==> config.mk <==
export PLATFORM = sky130hd
export DESIGN_NAME = pcap_dma_writer
export DESIGN_NICKNAME = d
export VERILOG_FILES = /design/src/rtl/pcap_dma_writer.sv
export SDC_FILE = /design/constraint.sdc
export NUM_CORES = 1
export LEC_CHECK = 0
export BUFFER_PORTS_ARGS = -buffer_cell sky130_fd_sc_hd__buf_2
export CAP_MARGIN = 15
export CORE_MARGIN = 2
export CORE_UTILIZATION = 51
export CTS_CLUSTER_SIZE = 40
export DETAILED_ROUTE_END_ITERATION = 7
export GPL_TIMING_DRIVEN = 0
export PLACE_DENSITY = 0.76
export SYNTH_ARGS = -nofsm -noshare
export SYNTH_HDL_FRONTEND = slang
export SYNTH_SLANG_ARGS = --single-unit
==> constraint.sdc <==
create_clock -name clk_i -period 8.9 [get_ports clk_i]
set_clock_uncertainty 0.2 [all_clocks]
set_input_delay 0 -clock clk_i [delete_from_list [all_inputs] [get_ports clk_i]]
set_output_delay 0 -clock clk_i [all_outputs]
set_load 0.05 [all_outputs]
==> src/rtl/pcap_dma_writer.sv <==
// Drains captured words from the PCAP FIFO into host buffers as AXI3 write bursts,
// and raises a status interrupt each time a buffer is finished, flushed or aborted.
module pcap_dma_writer #(
  parameter int MAX_BURST = 16,
  parameter int FIFO_AW = 11
) (
  input  logic               clk_i,
  input  logic               reset_i,
  input  logic               dma_reset_i,
  input  logic               dma_start_i,
  input  logic [31:0]        dma_addr_i,
  input  logic               dma_addr_wstb_i,
  input  logic [31:0]        block_size_i,
  input  logic [31:0]        timeout_i,
  input  logic               pcap_done_i,
  input  logic [31:0]        fifo_data_i,
  input  logic [FIFO_AW-1:0] fifo_count_i,
  output logic               fifo_rd_o,
  output logic [31:0]        m_awaddr_o,
  output logic [3:0]         m_awlen_o,
  output logic               m_awvalid_o,
  input  logic               m_awready_i,
  output logic [31:0]        m_wdata_o,
  output logic               m_wlast_o,
  output logic               m_wvalid_o,
  input  logic               m_wready_i,
  input  logic [1:0]         m_bresp_i,
  input  logic               m_bvalid_i,
  output logic               m_bready_o,
  output logic               irq_o,
  output logic [31:0]        irq_status_o,
  input  logic               irq_status_rstb_i,
  output logic               active_o
);
  localparam int BW = $clog2(MAX_BURST + 1);

  typedef enum logic [2:0] {IDLE, WAIT, ADDR, DATA, RESP, IRQ} state_t;
  state_t state, state_nx;

  logic [31:0]   q_addr0, q_addr1, cur_addr, timer, fifo_cnt;
  logic [1:0]    q_count, pop_count;
  logic [15:0]   words;
  logic [16:0]   block_words, rem, words_acc;
  logic [BW-1:0] beats, beat_cnt, burst_nx, beats_full;
  logic [5:0]    flags, flag_set, wstb_flags;
  logic          flush_done, flush_tmo, addr_bad, push_ok, pop;
  logic          do_start, do_shift, go_addr, set_done, set_tmo, irq_again;
  logic          unused;

  assign unused      = ^{block_size_i[31:19], block_size_i[1:0]};
  assign block_words = block_size_i[18:2];
  assign rem         = block_words - {1'b0, words};
  assign beats_full  = (rem > 17'(MAX_BURST)) ? BW'(MAX_BURST) : rem[BW-1:0];
  assign fifo_cnt    = 32'(fifo_count_i);
  assign words_acc   = {1'b0, words} + 17'(beats);

  // Handshakes: a beat/address/response moves on a clock edge where valid and ready are both high.
  assign m_awvalid_o = (state == ADDR) && !dma_reset_i;
  assign m_wvalid_o  = (state == DATA) && !dma_reset_i;
  assign m_wlast_o   = m_wvalid_o && (beat_cnt == BW'(1));
  assign m_wdata_o   = m_wvalid_o ? fifo_data_i : 32'h0;
  assign fifo_rd_o   = m_wvalid_o && m_wready_i;
  assign m_bready_o  = (state == RESP) && !dma_reset_i;
  assign active_o    = (state != IDLE);

  // Address queue bookkeeping; a pop in the same cycle frees a slot for the push.
  assign pop        = do_start || do_shift;
  assign pop_count  = q_count - {1'b0, pop};
  assign addr_bad   = (dma_addr_i[5:0] != 6'h0);
  assign push_ok    = dma_addr_wstb_i && !addr_bad && (pop_count != 2'd2);
  assign wstb_flags = {dma_addr_wstb_i && !addr_bad && (pop_count == 2'd2), 1'b0,
                       dma_addr_wstb_i && addr_bad, 3'b000};

  always_ff @(posedge clk_i or posedge reset_i) begin
    if (reset_i) state <= IDLE;
    else         state <= state_nx;
  end

  always_comb begin
    state_nx  = state;
    burst_nx  = beats_full;
    do_start  = 1'b0;
    do_shift  = 1'b0;
    go_addr   = 1'b0;
    set_done  = 1'b0;
    set_tmo   = 1'b0;
    irq_again = 1'b0;
    flag_set  = 6'h0;
    case (state)
      IDLE: if (dma_start_i) begin
        if (q_count != 2'd0) begin
          state_nx = WAIT;
          do_start = 1'b1;
        end else begin
          state_nx    = IRQ;
          flag_set[3] = 1'b1;
        end
      end
      WAIT: begin
        if (fifo_cnt >= 32'(beats_full)) begin
          state_nx = ADDR;
          go_addr  = 1'b1;
        end else if (pcap_done_i) begin
          if (fifo_cnt != 32'h0) begin
            state_nx = ADDR;
            go_addr  = 1'b1;
            burst_nx = fifo_count_i[BW-1:0];
            set_done = 1'b1;
          end else begin
            state_nx    = IRQ;
            flag_set[1] = 1'b1;
          end
        end else if (timeout_i != 32'h0 && timer >= timeout_i &&
                     (32'(words) + fifo_cnt) != 32'h0) begin
          if (fifo_cnt != 32'h0) begin
            state_nx = ADDR;
            go_addr  = 1'b1;
            burst_nx = fifo_count_i[BW-1:0];
            set_tmo  = 1'b1;
          end else begin
            state_nx    = IRQ;
            flag_set[2] = 1'b1;
          end
        end
      end
      ADDR: if (m_awready_i) state_nx = DATA;
      DATA: if (m_wready_i && beat_cnt == BW'(1)) state_nx = RESP;
      RESP: if (m_bvalid_i) begin
        state_nx = IRQ;
        if (m_bresp_i != 2'b00)        flag_set[4] = 1'b1;
        else if (words_acc == block_words) flag_set[0] = 1'b1;
        else if (flush_done)           flag_set[1] = 1'b1;
        else if (flush_tmo)            flag_set[2] = 1'b1;
        else                           state_nx = WAIT;
      end
      IRQ: begin
        if (flags[1] || flags[3] || flags[4]) begin
          state_nx = IDLE;
        end else if (q_count != 2'd0) begin
          state_nx = WAIT;
          do_shift = 1'b1;
        end else begin
          irq_again = 1'b1;  // second status visit reports "no next buffer"
        end
      end
      default: state_nx = IDLE;
    endcase
    if (dma_reset_i) begin
      state_nx  = IDLE;
      do_start  = 1'b0;
      do_shift  = 1'b0;
      go_addr   = 1'b0;
      irq_again = 1'b0;
    end
  end

  always_ff @(posedge clk_i or posedge reset_i) begin
    if (reset_i) begin
      q_addr0 <= '0; q_addr1 <= '0; q_count <= '0; cur_addr <= '0;
      words <= '0; timer <= '0; beats <= '0; beat_cnt <= '0; flags <= '0;
      flush_done <= 1'b0; flush_tmo <= 1'b0;
      m_awaddr_o <= '0; m_awlen_o <= '0; irq_o <= 1'b0; irq_status_o <= '0;
    end else if (dma_reset_i) begin
      q_count <= '0; words <= '0; timer <= '0; flags <= '0;
      flush_done <= 1'b0; flush_tmo <= 1'b0;
      irq_o <= 1'b0; irq_status_o <= '0;
    end else begin
      q_count <= pop_count + {1'b0, push_ok};
      if (pop) q_addr0 <= q_addr1;
      if (push_ok) begin
        if (pop_count == 2'd0) q_addr0 <= dma_addr_i;
        else                   q_addr1 <= dma_addr_i;
      end
      if (pop) begin
        cur_addr <= q_addr0;
        words    <= '0;
      end else if (state == RESP && m_bvalid_i) begin
        words <= words_acc[15:0];
      end
      if (do_start || (state_nx == IRQ && state != IRQ)) timer <= '0;
      else if (state != IDLE && state != IRQ && timer != 32'hFFFF_FFFF) timer <= timer + 32'd1;
      if (go_addr) begin
        beats      <= burst_nx;
        beat_cnt   <= burst_nx;
        m_awaddr_o <= cur_addr + {14'h0, words, 2'b00};
        m_awlen_o  <= 4'(burst_nx - BW'(1));
      end else if (state == DATA && m_wready_i) begin
        beat_cnt <= beat_cnt - BW'(1);
      end
      if (pop || state == IRQ) begin
        flush_done <= 1'b0;
        flush_tmo  <= 1'b0;
      end else if (go_addr) begin
        flush_done <= set_done;
        flush_tmo  <= set_tmo;
      end
      if (state == IRQ) flags <= (irq_again ? 6'h08 : 6'h00) | flag_set | wstb_flags;
      else              flags <= flags | flag_set | wstb_flags;
      if (state == IRQ) begin
        irq_o        <= 1'b1;
        irq_status_o <= {8'h00, words, 2'b00, flags};
      end else if (irq_status_rstb_i) begin
        irq_o        <= 1'b0;
        irq_status_o <= '0;
      end
    end
  end
endmodule
* After elaboration in Yosys (flattened, before gate mapping)
Index checks and enable logic that the tools add are counted.
Word-level totals: logic and storage cells 181, input bits 151, output and inout port bits 107, bits in registers 236
Cells by class: $add $sub $neg 9, bitwise logic cells 6, multiplexer cells 93, $lt $le $gt $ge 3, equal/unequal tests 12, reduce and logical (&&, ||, !) cells 42
Operators by type and width (count):
- two-way mux 32 bit | 10
- nonzero test 32 bit | 3
- two-way mux 3 bit | 18
- two-way mux 16 bit | 3
- two-way mux 1 bit | 46
- two-way mux 5 bit | 8
- adder 32 x 1 -> 32 bit (second input constant) | 1
- adder 32 x 18 -> 32 bit | 1
- greater-or-equal comparator 32 bit | 1
- != test 32 bit (second input constant) | 1
- case mux 3 bit (6 select lines) | 1
- adder 16 x 11 -> 17 bit | 1
- adder 16 x 5 -> 17 bit | 1
- == test 17 bit | 1
- > comparator 17 x 5 -> 1 bit (second input constant) | 1
- logical AND 1 bit | 17
- subtractor 17 x 16 -> 17 bit | 1
- nonzero test 3 bit | 5
- two-way mux 6 bit | 2
- greater-or-equal comparator 11 x 5 -> 1 bit | 1
- == test 3 bit (second input constant) | 3
- == test 3 x 2 -> 1 bit (second input constant) | 2
- two-way mux 2 bit | 3
- OR 5 x 6 -> 6 bit | 1
- other kinds (23) | 33

* Logic depth before layout (Yosys ltp)
word-level depth 13, depth in mapped cells 26, gate-level depth less buffers 24

* Worst setup path after synthesis
No wires, ideal clock.
path kind register to register, start point register words[0], end point register m_awlen_o[2], stages on the path, launching flop included 25, path slack 3.281 ns, setup time 0.125 ns, path buffers 2, data arrival time 5.294 ns, required time 8.575 ns, clock period less this slack 5.619 ns, cells stage by stage dfrtp_1 > ha_1 > fa_1 > nand2b_1 > a21oi_1 > o311ai_1 > o2111ai_1 > a21oi_1 > xor2_1 > or4_4 > buf_2 > or2_2 > ha_1 > a21o_1 > a21o_1 > a21o_1 > a211oi_1 > and2_1 > and3_1 > buf_2 > nor3_1 > a21oi_1 > ha_1 > xnor2_1 > mux2_2
Between the ends: longest elaborated chain between the ends 9, elaborated cells between the ends (all ways) 19, classes of those cells add/sub: 3; order compare: 2; mux: 11; reduce/logical: 3
Ends and longest elaborated chain:
- start: declaration | RTL line 42 | logic [15:0] words;
- start signal: assignment | RTL line 178 | words <= words_acc[15:0];
- branches (longest 9 deep; another with subtractor 17 x 16 -> 17 bit)
- end signal: assignment | RTL line 186 | m_awlen_o <= 4'(burst_nx - BW'(1));
- end: declaration | RTL line 20 | output logic [3:0] m_awlen_o,
Several ways; the timed one is not identified. A chain may end at the register's enable or synchronous reset.

* Worst setup path after layout
start point register words[11], end point register m_awlen_o[2]
The elaborated chain is that of the path after synthesis.

==> out/results.md <==
### Floorplanning
• core box area: 26900 µm²
• Placement Rows: 60
• Die H: 169 µm
• overall die width: 169 µm
• initial standard-cell utilization of the core: 51.9%
• area of the die: 28700 µm²
• IO Pins: 258

### CTS
• post-CTS setup buffer count: 0
• maximum root-to-sink buffer count: 3
• source-to-sink clock delay at the later pin of the worst-skew pair: 0.54 ns
• clock-pin slew on the worst setup and hold paths: 0.06 ns
• Inserted Clock Buffers: 24
• post-cts gate resize count: 0
• Max H-tree Level: 1
• clock tree from TritonCTS: done
• buffer cell driving the clock tree root: clkbuf_16
• count of clock tree sinks: 226

### Timing
• final period demand of the worst path: 7.03 ns
• count of final setup violators: 0
• measured slew at the worst slew-check pin: 1.07 ns
• setup repair after global routing missed its margin: false
• Hold Fails Final Rpt: 0
• Max transition margin: 28.2%
• final hold slack: 0.0107 ns
• fmax: 142 MHz
• setup tns final: 0 ns
• final clock period utilization by the worst path: 79.0%
• Final Max Slew Viols: 0

### Logic synthesis
• number of enable flip-flop cells after synthesis: 0
• synth unique cells: 77
• post-synthesis compound-gate area fraction: 16.2%
• xor-xnor portion of the synthesized cell area: 6.47%
• Area contributors post-synth: dfrtp_1, ha_1, mux2_2
• netlist area before placement: 14000 µm²
• Mean Syn Cell Area: 9.49 µm²
• largest area contributor in the synthesized netlist: dfrtp_1
• Post-Synth Adder-Cell Area: 8.64%
• Post-Syn Instances: 1471
• async set or reset register ratio after synthesis: 100%
• register bit count reported by yosys: 226
• Synth Warn #: 0
• post-synthesis simple-gate area fraction: 17.1%
• mux share of post-synthesis cell area: 6.17%
• sequential share of the synthesized area: 40.5%
• top flip-flop cell by instance count after synthesis: dfrtp_1
• main combinational cell family by area after synthesis: simple AND/OR/NAND/NOR gates
• area share of the largest cell type after synthesis: 40.5%

### Drt
• number of detailed-route iterations in the first pass: 6
• vias: 12.4k
• wire length after detailed routing: 39.6 mm
• number of DRC violations after detailed-routing iteration 0: 932
• detailed-route vias per instance: 5.76
• number of remaining DRC errors: 0
• remaining number of nets flagged by the antenna check after routing: 0
• wire length per cell: 18.4 µm

### Setup path
• CP required: 9.12 ns
• crit path max fanout: 10
• cell at the slowest stage of the critical path: or4_4
• CP startpoint kind: flip-flop
• endpoint class of the critical path: flip-flop
• endpoint arrival time on the critical path: 7.25 ns
• Crit path largest cell delay: 0.60 ns
• type of the worst setup path: reg2reg

### Final layout
• Synth-to-Final Area Change: 21.2%
• fill cell instance count of the final layout: 2244
• most common library cell in the layout ignoring fill and taps: buf_2
• share of cells above drive strength 1: 21.5%
• commonest non-fill, non-tap cells in the layout: buf_2, dfrtp_1, nor2_1
• Total Nets Final: 2037

### Power
• leakage power: 0.00833 µW
• total power: 2960 µW
• Power Density: 175 nW/µm²
• highest ir drop seen on vdd: 0.000207 V

### Placed design
• IO Port Bufs: 232
• DPL Wire Length: 30.4 mm
• final weighted congestion in routability-driven placement: 0.947

### Global route
• aggregate global-route resource usage: 27.5%
• first-pass GRT wire length: 62.8 mm
• largest net degree at the start of global routing: 118
• remaining global-route overflow: 0
• antenna violations before repair: 2
• vias in the first global route: 12.2k

### Hold path
• Worst Hold Class: in2reg

### Run status
• run status: finished, final reports clean

### Flow run
• Max-Cap Viols: 0

cell type report:
| class | count | area, µm² | area share (%) |
|---|---|---|---|
| clock inverter | 10 | 88.8 | 0.525 |
| inverter | 87 | 334 | 1.98 |
| timing repair buffer | 286 | 1720 | 10.1 |
| sequential | 226 | 5660 | 33.4 |
| buffer | 72 | 353 | 2.09 |
| multi-input combinational | 1095 | 7650 | 45.2 |
| antenna | 1 | 2.50 | 0.0148 |
| clock buffer | 33 | 684 | 4.05 |
| tap | 341 | 427 | 2.52 |
where the power goes:
| part | switching, µW | internal, µW |
|---|---|---|
| combinational | 526 | 263 |
| sequential | 85.7 | 1120 |
| clock | 425 | 543 |
cell families (layout without fill, tap and decap cells):
| logic type | after synthesis | count (layout) |
|---|---|---|
| DFF | 226 | 226 |
| other | 1 | 11 |
| AOI/OAI and AO/OA | 340 | 340 |
| and+or+nand+nor | 471 | 471 |
| muxes | 77 | 77 |
| adders and majority gates | 94 | 94 |
| xor gates and xnor gates | 103 | 103 |
| buffers and inverters | 159 | 488 |
repair_timing:
item | CTS | global route
endpoints found under the setup margin | 0 | 0
hold endpoints to repair | 247 | 0
hold buffers | 52 | 0
critical path: cells and delay by family (launching register included):
kind            cells  cell delay, ns
fa+ha+maj           3            0.94
buf+inv             4            1.10
compound gates      7            1.55
simple gates        9            2.39
flops               1            0.42
xor+xnor            1            0.07
mux                 1            0.25
layer usage:
metal,up-vias,track usage [%],wire length [µm]
met3,75,4.57,2690
met2,480,46.2,18600
met5,-,0,0
li1,5870,-,-
met1,5974,36.0,17000
met4,0,9.70,1430
sequential cells by signal, indices dropped and copies added, names as in the netlist:
signal	count
cur_addr	32
m_awaddr_o	32
q_addr0	32
q_addr1	32
timer	32
irq_status_o	22
words	16
flags	6
beat_cnt	5
beats	5
m_awlen_o	4
state	3
q_count	2
flush_done	1
flush_tmo	1
irq_o	1
metrics by stage:
step                      instance area, µm²  util, %  cells  setup WS, ns
after global routing                   16900     62.9   2150          1.67
after detailed placement               15600     58.1   2055          2.02
final                                  16900     62.9   2151          1.87
after CTS                              16900     62.9   2150          2.03
after global placement                 15600     58.0   2053        0.0816
after floorplan                        14000        -   1480          2.51
worst paths after layout:
check	from	end	slack, ns	cells past startpoint
max	words[11]$_DFFE_PP0P_	m_awlen_o[2]$_DFFE_PP0P_	1.87	25
min	dma_reset_i	beat_cnt[0]$_DFFE_PP0P_	0.01	6
max reg2reg	words[11]$_DFFE_PP0P_	m_awlen_o[2]$_DFFE_PP0P_	1.87	25
min reg2reg	irq_o$_DFFE_PP0P_	irq_o$_DFFE_PP0P_	0.28	1
max in group asynchronous	reset_i	m_awaddr_o[29]$_DFFE_PP0P_	6.91	5
min in group asynchronous	reset_i	m_awaddr_o[26]$_DFFE_PP0P_	0.58	4
synthesized netlist by cell type (all sizes together), types with 34 or more instances:
library cell,n
a21oi,87
a22o,34
and2,42
clkbuf,47
dfrtp,226
ha,90
inv,87
mux2,72
nand2,105
nor2,116
nor3,34
o21ai,79
xnor2,62
xor2,41
No activity file was read; power rests on OpenSTA's default activity.
